===== src/rtl/demux14_rr_4b_pkg.sv =====
// Shared types and constants for the round-robin 1:4 valid demultiplexer.
// Lane indexing, pointer width and the per-cycle steering decision live here.
package demux14_rr_4b_pkg;

    localparam int BW_DEFAULT     = 4;
    localparam int DROP_W_DEFAULT = 8;
    localparam int LANES          = 4;
    localparam int PTR_W          = 2;

    typedef logic [PTR_W-1:0] lane_idx_t;

    localparam lane_idx_t LANE0 = 2'd0;
    localparam lane_idx_t LANE1 = 2'd1;
    localparam lane_idx_t LANE2 = 2'd2;
    localparam lane_idx_t LANE3 = 2'd3;

    typedef enum logic [1:0] {
        ACT_IDLE   = 2'd0,
        ACT_ACCEPT = 2'd1,
        ACT_DROP   = 2'd2
    } act_e;

    // Pointer width equals log2(LANES), so plain increment wraps 3 -> 0.
    function automatic lane_idx_t next_lane(input lane_idx_t idx);
        return idx + lane_idx_t'(1);
    endfunction

endpackage


===== src/rtl/demux_lane_4b.sv =====
// One output lane holding register with valid flag.
// A write in the same cycle as a pop wins; a pop alone clears valid but keeps the data.
module demux_lane_4b
    import demux14_rr_4b_pkg::*;
#(
    parameter int BW = BW_DEFAULT
) (
    input  logic          clk,
    input  logic          reset,
    input  logic          wr_en,
    input  logic          pop,
    input  logic [BW-1:0] data_in,
    output logic [BW-1:0] data_out,
    output logic          valid
);

    always_ff @(posedge clk) begin
        if (reset) begin
            data_out <= '0;
            valid    <= 1'b0;
        end else if (wr_en) begin
            data_out <= data_in;
            valid    <= 1'b1;
        end else if (pop) begin
            valid    <= 1'b0;
        end
    end

endmodule


===== src/rtl/demux14_rr_4b.sv =====
// Round-robin 1:4 demultiplexer: steers each valid word to the next lane in rotation,
// holds it until popped, and counts (saturating) words dropped because the target lane was full.
module demux14_rr_4b
    import demux14_rr_4b_pkg::*;
#(
    parameter int BW     = BW_DEFAULT,
    parameter int DROP_W = DROP_W_DEFAULT
) (
    input  logic              clk,
    input  logic              reset,
    input  logic [BW-1:0]     data_in,
    input  logic              valid_in,
    input  logic              pop0,
    input  logic              pop1,
    input  logic              pop2,
    input  logic              pop3,
    output logic [BW-1:0]     out0,
    output logic [BW-1:0]     out1,
    output logic [BW-1:0]     out2,
    output logic [BW-1:0]     out3,
    output logic              out0_valid,
    output logic              out1_valid,
    output logic              out2_valid,
    output logic              out3_valid,
    output logic [PTR_W-1:0]  dest,
    output logic [DROP_W-1:0] drop_count
);

    localparam logic [DROP_W-1:0] DROP_MAX = '1;

    lane_idx_t        ptr;
    act_e             act;
    logic [LANES-1:0] pop_vec;
    logic [LANES-1:0] lane_valid;
    logic [LANES-1:0] wr_en;
    logic [BW-1:0]    lane_data [LANES];

    assign pop_vec = {pop3, pop2, pop1, pop0};

    // A full target lane still accepts if its consumer drains it this same cycle.
    always_comb begin
        act = ACT_IDLE;
        if (valid_in) begin
            if (!lane_valid[ptr] || pop_vec[ptr]) begin
                act = ACT_ACCEPT;
            end else begin
                act = ACT_DROP;
            end
        end
    end

    always_ff @(posedge clk) begin
        if (reset) begin
            ptr <= LANE0;
        end else if (act == ACT_ACCEPT) begin
            ptr <= next_lane(ptr);
        end
    end

    always_ff @(posedge clk) begin
        if (reset) begin
            drop_count <= '0;
        end else if (act == ACT_DROP && drop_count != DROP_MAX) begin
            drop_count <= drop_count + 1'b1;
        end
    end

    for (genvar i = 0; i < LANES; i++) begin : g_lane
        assign wr_en[i] = (act == ACT_ACCEPT) && (ptr == lane_idx_t'(i));

        demux_lane_4b #(
            .BW (BW)
        ) u_lane (
            .clk      (clk),
            .reset    (reset),
            .wr_en    (wr_en[i]),
            .pop      (pop_vec[i]),
            .data_in  (data_in),
            .data_out (lane_data[i]),
            .valid    (lane_valid[i])
        );
    end

    assign out0       = lane_data[LANE0];
    assign out1       = lane_data[LANE1];
    assign out2       = lane_data[LANE2];
    assign out3       = lane_data[LANE3];
    assign out0_valid = lane_valid[LANE0];
    assign out1_valid = lane_valid[LANE1];
    assign out2_valid = lane_valid[LANE2];
    assign out3_valid = lane_valid[LANE3];
    assign dest       = ptr;

endmodule


===== config.mk =====
export PLATFORM = sky130hd
export DESIGN_NAME = demux14_rr_4b
export DESIGN_NICKNAME = d
export VERILOG_FILES = /design/src/rtl/demux14_rr_4b_pkg.sv /design/src/rtl/demux_lane_4b.sv /design/src/rtl/demux14_rr_4b.sv
export SDC_FILE = /design/constraint.sdc
export NUM_CORES = 1
export LEC_CHECK = 0
export CORE_MARGIN = 5
export CORE_UTILIZATION = 49
export DETAILED_ROUTE_END_ITERATION = 16
export PLACE_DENSITY = 0.83
export SLEW_MARGIN = 15
export SYNTH_ARGS = -nofsm -noshare
export SYNTH_HDL_FRONTEND = slang
export SYNTH_SLANG_ARGS = --single-unit

===== constraint.sdc =====
create_clock -name clk -period 2.71 [get_ports clk]
set_input_delay 0.271 -clock clk [delete_from_list [all_inputs] [get_ports clk]]
set_output_delay 0.271 -clock clk [all_outputs]
set_load 0.03 [all_outputs]

==> Yosys cells after proc, flatten, opt, wreduce, memory -nomap -nowiden <==
Cells that the tools add are included.
{ "totals": {"in_bits": 11, "regBits": 30, "elab_cells": 45} }
{ "op_classes": {"n_addsub": 2, "magnitude_cmp": 1, "mux": 14, "reduce_logical": 12, "eq_ne": 6} }
{ "op_table": {"columns": ["cell", "count"], "rows": [
  ["$mux W1", 10],
  ["$add A8 B1 Y8 const B", 1],
  ["$ne A8 B8 Y1 const B", 1],
  ["$reduce_bool A2 Y1", 4],
  ["$eq A2 B2 Y1 const B", 3],
  ["$logic_and A1 B1 Y1", 5],
  ["$bmux W1 S2", 2],
  ["$eq A2 B1 Y1 const B", 2],
  ["$mux W2", 2],
  ["$lt A2 B3 Y1 const B", 1],
  ["$add A2 B1 Y2 const B", 1],
  ["$logic_not A2 Y1", 1],
  ["$logic_not A1 Y1", 1],
  ["$logic_or A1 B1 Y1", 1]
]} }

==> Depth between registers and ports, before layout <==
Gate-level depths: netlist of run 1.
{ "depth": {"ltp_word": 9, "depth_mapped": 6, "mapped_depth_nobuf": 5} }

==> Hierarchy <==
Synthesis of run 1 repeated with hierarchy kept, for this count alone.
{ "unflattened": {"cells_unflattened": 141, "hier_area_um2": 1435.1} }
{ "modules_own_cells": {"columns": ["module", "area_per_inst_um2", "instances", "cells_each"], "rows": [
  ["demux_lane_4b", 181.4, 4, 17],
  ["demux14_rr_4b", 709.4, 1, 73]
]} }

==> Worst setup path before layout of run 1 <==
No wires, ideal clock.
{ "synth_path": {"path_type": "register -> register", "from": "register ptr[1], in the netlist dest[1]", "to": "register drop_count[2]", "period_less_slack_ns": 1.925, "path_stages_with_launch": 6, "arrival_time_ns": 1.804, "path_slack_ns": 0.785, "cell_sequence": "dfxtp_1 -> inv_2 -> mux4_2 -> buf_6 -> nor3b_1 -> mux2_2"} }
{ "synth_via": {"elab_chain_len": 8, "word_cells_on_any_way": 10, "cone_classes": "1 x eq/ne; 6 x mux; 3 x reduce/logical"} }
{ "synth_rtl": {"columns": ["item", "line", "source"], "rows": [
  ["start: declaration", "demux14_rr_4b.sv:31", "lane_idx_t ptr;"],
  ["start signal: assignment", "demux14_rr_4b.sv:56", "ptr <= next_lane(ptr);"],
  ["$bmux W1 S2", "demux14_rr_4b.sv:44", "if (!lane_valid[ptr] || pop_vec[ptr]) begin"],
  ["$mux W1 (not written as such)", "demux14_rr_4b.sv:44", null],
  ["$logic_not A1 Y1", "demux14_rr_4b.sv:44", null],
  ["$logic_or A1 B1 Y1 (*)", "demux14_rr_4b.sv:44", null],
  ["$mux W2 (*)", "demux14_rr_4b.sv:44", null],
  ["$mux W2 (*)", "demux14_rr_4b.sv:43", "if (valid_in) begin"],
  ["$eq A2 B2 Y1 (*)", "demux14_rr_4b.sv:63", "end else if (act == ACT_DROP && drop_count != DROP_MAX) begin"],
  ["$logic_and A1 B1 Y1 (*)", "demux14_rr_4b.sv:63", null],
  ["end signal: assignment", "demux14_rr_4b.sv:64", "drop_count <= drop_count + 1'b1;"],
  ["end: declaration", "demux14_rr_4b.sv:26", "output logic [DROP_W-1:0] drop_count"]
]} }
Every way passes the cells marked *; elsewhere a longest branch is shown, timed or not. The select of a mux whose other input is x is not followed.
A chain may end at the register's enable or synchronous reset.

==> Final worst setup path of run 1 <==
{ "layout_path": {"from": "register ptr[1], in the netlist dest[1]", "to": "register drop_count[6]"} }
The elaborated chain is that of the path after synthesis.

==> reports/results.md, run 1 <==
## Routing
• first-pass detailed-route iteration total: 4
• Iter 0 DRT Violations: 101
• vias: 1165
• number of nets still failing antenna checks after routing: 0
• Avg Vias per Cell: 5.548
• per-cell routed wire length: 15.20 um
• post-detailed-route DRC marker count: 0
• Routed WL: 3.191 mm

## Place
• half-perimeter wire length of the detailed placement result: 2.331 mm
• placed inst area: 0.001770 mm^2
• placer's final routability congestion estimate: 0.8066
• number of port buffers: 40
• number of cells in the design after placement: 202

## Clocking
• clock tree from TritonCTS: done
• post-CTS setup buffer count: 0
• post-cts resize count: 0
• depth of the CTS H-tree: 2
• clock network latency to the later pin of the worst-skew pair: 330 ps
• Sinks on Clock Net: 30
• maximum clock insertion buffer count: 2
• buffer cell driving the clock tree root: sky130_fd_sc_hd__clkbuf_4
• clock input transition at the sequential cells of the worst setup and hold paths: 100 ps
• CTS Buf Count: 5
• hold buffer count at CTS: 0

## Cells and area
• fin area: 0.001846 mm^2
• area growth from synthesis to final layout: 35.82%
• total number of nets in the final design: 194
• non-filler instance count after layout: 210
• share of cells above drive strength 1: 0.07263
• number of fill cells: 229
• antenna diode count: 0

## Yosys
• FFs w/ async S/R, synth: 0
• Mapped Avg Cell Area: 9.918 um^2
• number of storage elements in the synthesis netlist: 30
• most instantiated flip-flop cell in the synthesis netlist: sky130_fd_sc_hd__dfxtp_1
• number of distinct library cell variants in the gate-level netlist after synthesis: 28
• post-synthesis compound-gate area fraction: 0.09024
• adder and majority gate portion of the synthesized area: 0.04604
• xor and xnor area share after synthesis: 0
• fraction of synthesized area in multiplexers: 0.1510
• dominant combinational cell family by area after synthesis: simple AND/OR/NAND/NOR gates
• Net Count, Synth: 153
• Synth Cell Area: 0.001359 mm^2
• part of the Yosys area used for sequential elements: 0.4420
• Post-Synthesis Cells: 137
• post-synthesis share of cell area spent on and, or, nand and nor gates: 0.2394
• count of yosys warnings during synthesis: 0
• count of flip-flops with a built-in enable after synthesis: 0

## Flow run
• max-cap check violation count: 0

## Floorplanning
• effective utilization at floorplan: 0.5014
• vertical extent of the die: 62.66 um
• number of primary I/O pins: 41
• die footprint: 0.003926 mm^2
• Chip Width: 62.66 um
• number of placement rows: 19
• Floorplan Core Area: 0.002710 mm^2

## Global routing
• antenna violations before repair: 0
• global routing usage summed across all routing layers: 0.1729
• first-pass GRT wire length: 5.485 mm
• Remaining Overflow, GRT: 0
• largest net degree at the start of global routing: 29
• via count of the first global-routing pass: 1197

## Worst setup path
• data arrival time of the critical path: 2270 ps
• CP Data Required Time: 2940 ps
• type of element launching the critical path: flip-flop
• delay of the slowest cell on the worst path: 690 ps
• Crit Path Class: flip-flop to flip-flop
• Worst Setup End Kind: flip-flop
• crit path cell chain: inv_2 > mux4_2 > nor4_1 > mux2_2
• Critical Path Slowest Stage Cell: sky130_fd_sc_hd__mux4_2
• biggest fanout along the worst timing path: 23

## Min path
• Hold Crit Class: flip-flop to flip-flop

## STA
• final worst clock skew: 7.219 ps
• final-report max-slew violation count: 0
• final-report hold violation count: 0
• # setup viols final: 0
• fmax: 490.8 MHz
• minimum clock period: 2038 ps
• accumulated negative setup slack: 0 ps
• share of the cycle needed by the critical path after routing: 0.7519
• slew at the pin closest to its max-slew limit: 786.8 ps
• Max transition margin: 0.4738
• setup repair after global routing missed its margin: false

## Power and ir drop
• largest voltage drop on the vdd net: 438.9 uV
• leakage power total: 0.7259 nW
• net switching power of the design: 246.0 uW
• power density over the cells: 521.3 mW/mm^2
• register share of total power: 0.486
• total internal power: 716.1 uW
• portion of total power attributed to the clock network: 0.366
• Switching Share: 0.2557
• Comb power frac: 0.148

## Status
• result of the run: complete, no violations

==> routing by layer <==
layer,share of wire,wire (um),track usage
met1,0.41,1295,0.1921
met3,0.083,266,0.06475
met2,0.50,1591,0.2940
met5,0,0,0
met4,0.012,38,0.07162
==> power by group through the flow <==
stage / Sequential (mW) / Clock (mW) / Combinational, mW
after floorplan: 0.506 / 0 / 0.0577
after global placement: 0.477 / 0 / 0.139
after detailed placement: 0.478 / 0 / 0.144
after CTS: 0.467 / 0.359 / 0.144
after global routing: 0.470 / 0.387 / 0.154
final: 0.467 / 0.352 / 0.143
==> synth_stat cells, types with 2 or more instances <==
library cell | count | area, um^2
sky130_fd_sc_hd__a21o_1 | 2 | 15.01
sky130_fd_sc_hd__a21oi_1 | 12 | 60.06
sky130_fd_sc_hd__clkbuf_1 | 5 | 18.77
sky130_fd_sc_hd__dfxtp_1 | 30 | 600.6
sky130_fd_sc_hd__ha_1 | 5 | 62.56
sky130_fd_sc_hd__mux2_2 | 2 | 22.52
sky130_fd_sc_hd__mux2i_1 | 16 | 160.2
sky130_fd_sc_hd__nand2_1 | 3 | 11.26
sky130_fd_sc_hd__nand2b_1 | 22 | 137.6
sky130_fd_sc_hd__nand2b_4 | 2 | 27.53
sky130_fd_sc_hd__nand3_1 | 8 | 40.04
sky130_fd_sc_hd__nand4_1 | 2 | 12.51
sky130_fd_sc_hd__nor2_1 | 3 | 11.26
sky130_fd_sc_hd__nor2b_1 | 2 | 12.51
sky130_fd_sc_hd__o21ai_0 | 5 | 25.02
sky130_fd_sc_hd__o31ai_1 | 3 | 22.52
sky130_fd_sc_hd__or3_1 | 2 | 12.51
sky130_fd_sc_hd__or4_1 | 3 | 22.52
==> state kept, by name, summed over array words and instances (netlist names) <==
signal,cells
g_lane.u_lane.valid,4
drop_count,8
g_lane.u_lane.data_out,16
dest,2
==> final cells by class <==
class                           count  area, um^2  share of cell area
Multi-Input combinational cell     98       715.7              0.3878
Sequential cell                    30       600.6              0.3254
Timing Repair Buffer               41       407.9              0.2210
Clock buffer                        7       45.04             0.02441
Tap cell                           31       38.79             0.02102
Clock inverter                      1       30.03             0.01627
Inverter                            2       7.507            0.004068
==> placed cells by master (no fill, tap or decap), types with 2 or more instances in the layout <==
cell	count
sky130_fd_sc_hd__a21o_1	2
sky130_fd_sc_hd__a21oi_1	12
sky130_fd_sc_hd__clkbuf_1	2
sky130_fd_sc_hd__clkbuf_4	5
sky130_fd_sc_hd__clkdlybuf4s50_1	40
sky130_fd_sc_hd__dfxtp_1	30
sky130_fd_sc_hd__ha_1	5
sky130_fd_sc_hd__mux2_2	2
sky130_fd_sc_hd__mux2i_1	16
sky130_fd_sc_hd__nand2_1	3
sky130_fd_sc_hd__nand2b_1	22
sky130_fd_sc_hd__nand2b_4	2
sky130_fd_sc_hd__nand3_1	8
sky130_fd_sc_hd__nand4_1	2
sky130_fd_sc_hd__nor2_1	3
sky130_fd_sc_hd__nor2b_1	2
sky130_fd_sc_hd__o21ai_0	5
sky130_fd_sc_hd__o31ai_1	3
sky130_fd_sc_hd__or3_1	2
sky130_fd_sc_hd__or4_1	3
==> cell families (layout without fill, tap and decap cells) <==
logic type,count (synthesis),in the layout
AOI/OAI and AO/OA,22,22
adders and majority gates,5,5
buffers and inverters,9,51
DFF,30,30
muxes,19,19
and+or+nand+nor,52,52
==> worst max-delay path, delay by kind of cell, from the launching register on <==
kind	cells	cell delay (ps)
mux	2	1060
simple gates	1	400
flops	1	360
buf+inv	1	100
==> through the flow <==
stage | hold slack (ps) | util | setup WS, ps | total power [mW]
CTS | 484.5 | 0.6810 | 665.1 | 0.9707
global route | 507.9 | 0.6810 | 554.3 | 1.011
global placement | 462.6 | 0.6533 | 439.0 | 0.6153
finish | 479.0 | 0.6810 | 672.4 | 0.9621
detailed placement | 467.8 | 0.6533 | 365.5 | 0.6211
floorplan | 464.8 | - | 785.2 | 0.5638
==> worst paths after layout <==
path	startpoint	slack, ps	depth (start not counted)	endpoint
hold / removal	g_lane[0].u_lane.data_out[3]	480	2	g_lane[0].u_lane.data_out[3]
setup / recovery	dest[1]	670	4	drop_count[6]
hold reg to reg	g_lane[0].u_lane.data_out[3]	480	2	g_lane[0].u_lane.data_out[3]
setup reg to reg	dest[1]	670	4	drop_count[6]
No activity file was read; power rests on OpenSTA's default activity.
==> inputs of run 2 (changes only) <==
- CORE_UTILIZATION: 49 -> 46
- PLACE_DENSITY: 0.83 -> 0.79
- clock period: 2.71 -> 2.1 ns (I/O delays scaled with it)
==> reports/results.md, run 2 (synthesized netlist as in run 1, its figures left out) <==
## Floorplanning
• number of primary I/O pins: 41, unchanged
• Chip Width: 64.35 um, +2.7%
• Floorplan Core Area: 0.002805 mm^2, +3.5%
• effective utilization at floorplan: 0.4844, -0.01700
• die footprint: 0.004141 mm^2, +5.5%
• vertical extent of the die: 64.35 um, +2.7%
• number of placement rows: 19, unchanged

## Clocking
• depth of the CTS H-tree: 2, unchanged
• hold buffer count at CTS: 0, unchanged
• maximum clock insertion buffer count: 2, unchanged
• post-cts resize count: 0, unchanged
• post-CTS setup buffer count: 0, unchanged
• buffer cell driving the clock tree root: sky130_fd_sc_hd__clkbuf_4
• Sinks on Clock Net: 30, unchanged
• clock network latency to the later pin of the worst-skew pair: 330 ps, about the same
• clock tree from TritonCTS: done
• CTS Buf Count: 5, unchanged
• clock input transition at the sequential cells of the worst setup and hold paths: 100 ps, about the same

## Power and ir drop
• final total power: 1.410 mW, +47%
• leakage power total: 0.7667 nW, +5.6%
• Comb power frac: 0.137, -0.011
• total internal power: 1.082 mW, +51%
• power density over the cells: 734.5 mW/mm^2, +41%
• Switching Share: 0.2323, -0.02338
• portion of total power attributed to the clock network: 0.435, +0.069
• register share of total power: 0.428, -0.058
• net switching power of the design: 327.5 uW, +33%
• largest voltage drop on the vdd net: 815.1 uV, +86%

## Place
• number of port buffers: 40, unchanged
• number of cells in the design after placement: 207, +2.5%
• half-perimeter wire length of the detailed placement result: 2.417 mm, +3.7%
• placer's final routability congestion estimate: 0.8063, about the same

## STA
• share of the cycle needed by the critical path after routing: 0.8896, +0.1378
• # setup viols final: 0, unchanged
• final-report max-slew violation count: 0, unchanged
• final worst clock skew: 9.215 ps, +1.996 ps
• setup repair after global routing missed its margin: false
• slew at the pin closest to its max-slew limit: 522.6 ps, -264.2 ps
• final-report hold violation count: 0, unchanged
• fmax: 535.3 MHz, +9.1%
• Max transition margin: 0.6479, +0.1741
• minimum clock period: 1868 ps, -169.4 ps
• worst hold slack across all endpoints: 481.6 ps, +2.587 ps

## Cells and area
• number of fill cells: 232, +1.3%
• total number of nets in the final design: 199, +2.6%
• share of cells above drive strength 1: 0.1087, +0.03607
• top library cells by usage in the layout, fill and taps aside: 40 x sky130_fd_sc_hd__clkdlybuf4s50_1, 30 x sky130_fd_sc_hd__dfxtp_1, 22 x sky130_fd_sc_hd__nand2b_1
• antenna diode count: 0, unchanged
• final core utilization: 0.6842, +0.003232
• commonest non-fill, non-tap cell in the layout: sky130_fd_sc_hd__clkdlybuf4s50_1
• non-filler instance count after layout: 215, +2.4%
• Top Registers: g_lane.u_lane.data_out x16, drop_count x8, g_lane.u_lane.valid x4
• register with the highest flop count: g_lane.u_lane.data_out
• area growth from synthesis to final layout: 41.25%
• max FFs per register: 16, unchanged

## Worst setup path
• type of element launching the critical path: flip-flop
• capture point of the critical path: drop_count[6]
• Crit Path Class: flip-flop to flip-flop
• start of the worst register-to-register path: dest[1]
• setup slack, reg-to-reg: 230 ps, -440 ps
• Worst Setup End Kind: flip-flop
• worst-case reg-to-reg path depth: 4, unchanged
• capture instance of the worst register-to-register path: drop_count[6]
• CP Data Required Time: 2320 ps, -620 ps
• CP Launch Point: dest[1]
• data arrival time of the critical path: 2090 ps, -180 ps
• biggest fanout along the worst timing path: 9, -61%

## Routing
• Routed WL: 3.311 mm, +3.8%
• vias: 1180, +1.3%
• first-pass detailed-route iteration total: 4, unchanged
• Avg Vias per Cell: 5.488, -1.1%
• number of nets still failing antenna checks after routing: 0, unchanged
• Iter 0 DRT Violations: 73, -28%
• per-cell routed wire length: 15.40 um, +1.3%
• post-detailed-route DRC marker count: 0, unchanged

## Status
• result of the run: complete, no violations

## Global routing
• via count of the first global-routing pass: 1190, -0.58%
• antenna violations before repair: 0, unchanged
• Remaining Overflow, GRT: 0, unchanged
• largest net degree at the start of global routing: 37, +28%
• first-pass GRT wire length: 5.616 mm, +2.4%
• global routing usage summed across all routing layers: 0.1764, +0.003444

## Flow run
• max-cap check violation count: 0, unchanged

## Min path
• origin of the worst min-delay path: g_lane[3].u_lane.data_out[1]
• Hold Crit Class: flip-flop to flip-flop

-- run 2: cell count changes in the layout (fill, tap and decap cells not counted), sizes merged --
cell,change
buf,+5
bufinv,+1
clkbuf,-1
-- run 2: power groups by stage --
stage	sequential [mW]	combinational [mW]	clock, mW
after floorplan	0.653	0.0745	0
after global placement	0.615	0.188	0
after detailed placement	0.616	0.193	0
after CTS	0.604	0.195	0.625
after global routing	0.607	0.206	0.666
final	0.603	0.193	0.613
-- run 2: per-stage QoR --
stage               cell area [um^2]  worst slack [ps]  TNS (ps)
floorplan                       1359             175.2         0
global placement                1808            -4.396    -4.396
detailed placement              1808            -58.25    -485.2
CTS                             1919             213.0         0
global route                    1919             81.26         0
finish                          1919             231.7         0
-- run 2: layout make-up --
cell class,instances,area (um^2),share of cell area
multi-input cells,98,715.7,0.3729
flip-flops and latches,30,600.6,0.3129
repair buffers,46,445.4,0.2321
clock inverters,2,60.06,0.03129
clock buffers,6,51.30,0.02673
well taps,31,38.79,0.02021
inverters,2,7.507,0.003911
-- run 2: worst max-delay path, cell delays in order (launching register included) --
cell,delay [ps]
sky130_fd_sc_hd__dfxtp_1,360
sky130_fd_sc_hd__inv_2,100
sky130_fd_sc_hd__mux4_2,610
sky130_fd_sc_hd__nor4_1,320
sky130_fd_sc_hd__mux2_2,360
-- run 2: metal layers --
layer | vias up | track usage | part of all wire
met5 | - | 0 | 0
met4 | 0 | 0.06332 | 0.010
met3 | 4 | 0.07356 | 0.067
met2 | 41 | 0.2990 | 0.51
met1 | 554 | 0.1983 | 0.41
li1 | 581 | - | -
-- run 2: how the worst min path moves through the flow --
stage | endpoint | slack, ps | depth (start not counted)
after detailed placement | g_lane[3].u_lane.data_out[1] | 470 | 2
final | g_lane[3].u_lane.data_out[1] | 480 | 2
after floorplan | g_lane[2].u_lane.valid | 400 | 2
after global routing | g_lane[0].u_lane.valid | 510 | 3
after global placement | g_lane[0].u_lane.data_out[1] | 460 | 2
after CTS | g_lane[3].u_lane.data_out[1] | 490 | 2
==> inputs of run 3 (changes only) <==
- GPL_TIMING_DRIVEN: default -> 0
==> reports/results.md, run 3 (synthesized netlist as in run 1, its figures left out) <==
## Status
• result of the run: complete, no violations

## Floorplanning
• number of placement rows: 19, unchanged
• die footprint: 0.004141 mm^2, unchanged
• number of primary I/O pins: 41, unchanged
• Floorplan Core Area: 0.002805 mm^2, unchanged
• effective utilization at floorplan: 0.4844, unchanged
• Chip Width: 64.35 um, unchanged
• vertical extent of the die: 64.35 um, unchanged

## Cells and area
• register with the highest flop count: g_lane.u_lane.data_out
• total number of nets in the final design: 199, unchanged
• final core utilization: 0.6588, -0.02542
• area growth from synthesis to final layout: 36.00%
• fin area: 0.001848 mm^2, -3.7%
• Top Registers: g_lane.u_lane.data_out x16, drop_count x8, g_lane.u_lane.valid x4
• share of cells above drive strength 1: 0.08152, -0.02717
• antenna diode count: 0, unchanged
• commonest non-fill, non-tap cell in the layout: sky130_fd_sc_hd__clkdlybuf4s50_1
• max FFs per register: 16, unchanged
• number of fill cells: 233, +0.43%
• top library cells by usage in the layout, fill and taps aside: 39 x sky130_fd_sc_hd__clkdlybuf4s50_1, 30 x sky130_fd_sc_hd__dfxtp_1, 22 x sky130_fd_sc_hd__nand2b_1

## Routing
• Iter 0 DRT Violations: 64, -12%
• Routed WL: 3.198 mm, -3.4%
• post-detailed-route DRC marker count: 0, unchanged
• number of nets still failing antenna checks after routing: 0, unchanged
• per-cell routed wire length: 14.87 um, -3.4%
• vias: 1200, +1.7%
• first-pass detailed-route iteration total: 4, unchanged
• Avg Vias per Cell: 5.581, +1.7%

## STA
• final-report max-slew violation count: 0, unchanged
• worst hold slack across all endpoints: 327.5 ps, -154.1 ps
• final-report hold violation count: 0, unchanged
• final worst clock skew: 6.022 ps, -3.193 ps
• fmax: 528.3 MHz, -1.3%
• Max transition margin: 0.6379, -0.01005
• minimum clock period: 1893 ps, +24.61 ps
• final setup margin: 207.1 ps, -24.61 ps
• share of the cycle needed by the critical path after routing: 0.9014, +0.01172
• setup repair after global routing missed its margin: false
• slew at the pin closest to its max-slew limit: 537.5 ps, +14.91 ps
• # setup viols final: 0, unchanged

## Clocking
• clock tree from TritonCTS: done
• post-cts resize count: 0, unchanged
• maximum clock insertion buffer count: 2, unchanged
• clock network latency to the later pin of the worst-skew pair: 340 ps, about the same
• hold buffer count at CTS: 0, unchanged
• buffer cell driving the clock tree root: sky130_fd_sc_hd__clkbuf_4
• post-CTS setup buffer count: 0, unchanged
• CTS Buf Count: 5, unchanged
• Sinks on Clock Net: 30, unchanged
• clock input transition at the sequential cells of the worst setup and hold paths: 90 ps, about the same
• depth of the CTS H-tree: 2, unchanged

## Power and ir drop
• final total power: 1.158 mW, -18%
• largest voltage drop on the vdd net: 388.6 uV, -52%
• leakage power total: 0.7273 nW, -5.1%
• power density over the cells: 626.4 mW/mm^2, -15%

## Global routing
• largest net degree at the start of global routing: 11, -70%
• via count of the first global-routing pass: 1172, -1.5%
• global routing usage summed across all routing layers: 0.1653, -0.01106
• first-pass GRT wire length: 5.395 mm, -3.9%
• Remaining Overflow, GRT: 0, unchanged
• antenna violations before repair: 0, unchanged

## Worst setup path
• worst-case reg-to-reg path depth: 5, +1
• data arrival time of the critical path: 2130 ps, +40 ps
• type of element launching the critical path: flip-flop
• biggest fanout along the worst timing path: 10, +1
• CP Data Required Time: 2340 ps, +20 ps
• Worst Setup End Kind: flip-flop
• start of the worst register-to-register path: dest[1]
• capture instance of the worst register-to-register path: drop_count[2]
• Crit Path Class: flip-flop to flip-flop
• setup slack, reg-to-reg: 210 ps, -20 ps

## Min path
• Worst Hold End: drop_count[6]
• origin of the worst min-delay path: reset
• worst hold path cell count: 3, +1
• Hold Crit Class: primary input to flip-flop

## Place
• number of port buffers: 39, -2.5%
• half-perimeter wire length of the detailed placement result: 2.365 mm, -2.2%
• placed inst area: 0.001788 mm^2, -1.1%
• placer's final routability congestion estimate: 0.8809, +9.3%
• Worst Setup Slack post-DPL: -60.96 ps, -2.705 ps

## Flow run
• max-cap check violation count: 0, unchanged

[run 3: cell count changes in the layout (fill, tap and decap cells not counted)]
cell,delta
sky130_fd_sc_hd__clkbuf_1,+6
sky130_fd_sc_hd__clkdlybuf4s50_1,-1
sky130_fd_sc_hd__buf_4,-6
sky130_fd_sc_hd__clkinv_2,+1
sky130_fd_sc_hd__buf_2,+1
sky130_fd_sc_hd__bufinv_16,-2
sky130_fd_sc_hd__buf_6,+1
[run 3: critical path, cell delays in order (launching register included)]
cell and delay [ps]:
sky130_fd_sc_hd__dfxtp_1 360, sky130_fd_sc_hd__inv_2 100, sky130_fd_sc_hd__mux4_2 570, sky130_fd_sc_hd__buf_6 170
sky130_fd_sc_hd__nor3b_1 230, sky130_fd_sc_hd__mux2_2 360
[run 3: final cells by class]
type / instances / area, um^2 / share of cell area
plain buffers: 7 / 35.03 / 0.01896
clock buffers: 7 / 55.05 / 0.02979
clock inverters: 1 / 5.005 / 0.002708
inverters: 2 / 7.507 / 0.004062
multi-input cells: 98 / 715.7 / 0.3873
flip-flops and latches: 30 / 600.6 / 0.3250
well taps: 31 / 38.79 / 0.02099
repair buffers: 39 / 390.4 / 0.2112
[run 3: through the flow]
step,instances,TNS [ps]
6_report,215,0
5_1_grt,215,0
4_1_cts,215,0
3_5_place_dp,207,-133.1
3_3_place_gp,207,-29.12
2_1_floorplan,137,0
[run 3: power by group]
group,internal (mW),total [mW],switching (mW),leakage (nW)
clock network,0.162,0.367,0.205,0.0353
registers,0.588,0.603,0.0148,0.243
logic,0.0851,0.188,0.103,0.449
[run 3: metal layers]
metal	wire length (um)	up-vias	GRT usage
met5	0	-	0
met4	75	0	0.05541
met3	286	11	0.07531
met2	1583	61	0.2758
met1	1253	553	0.1874
li1	-	575	-
[run 3: worst max-delay path by stage]
stage,from,end
final,dest[1],drop_count[2]
after global routing,dest[1],drop_count[4]
after CTS,dest[1],drop_count[2]
after detailed placement,pop1,drop_count[2]
after global placement,pop3,drop_count[2]
after floorplan,dest[1],drop_count[2]
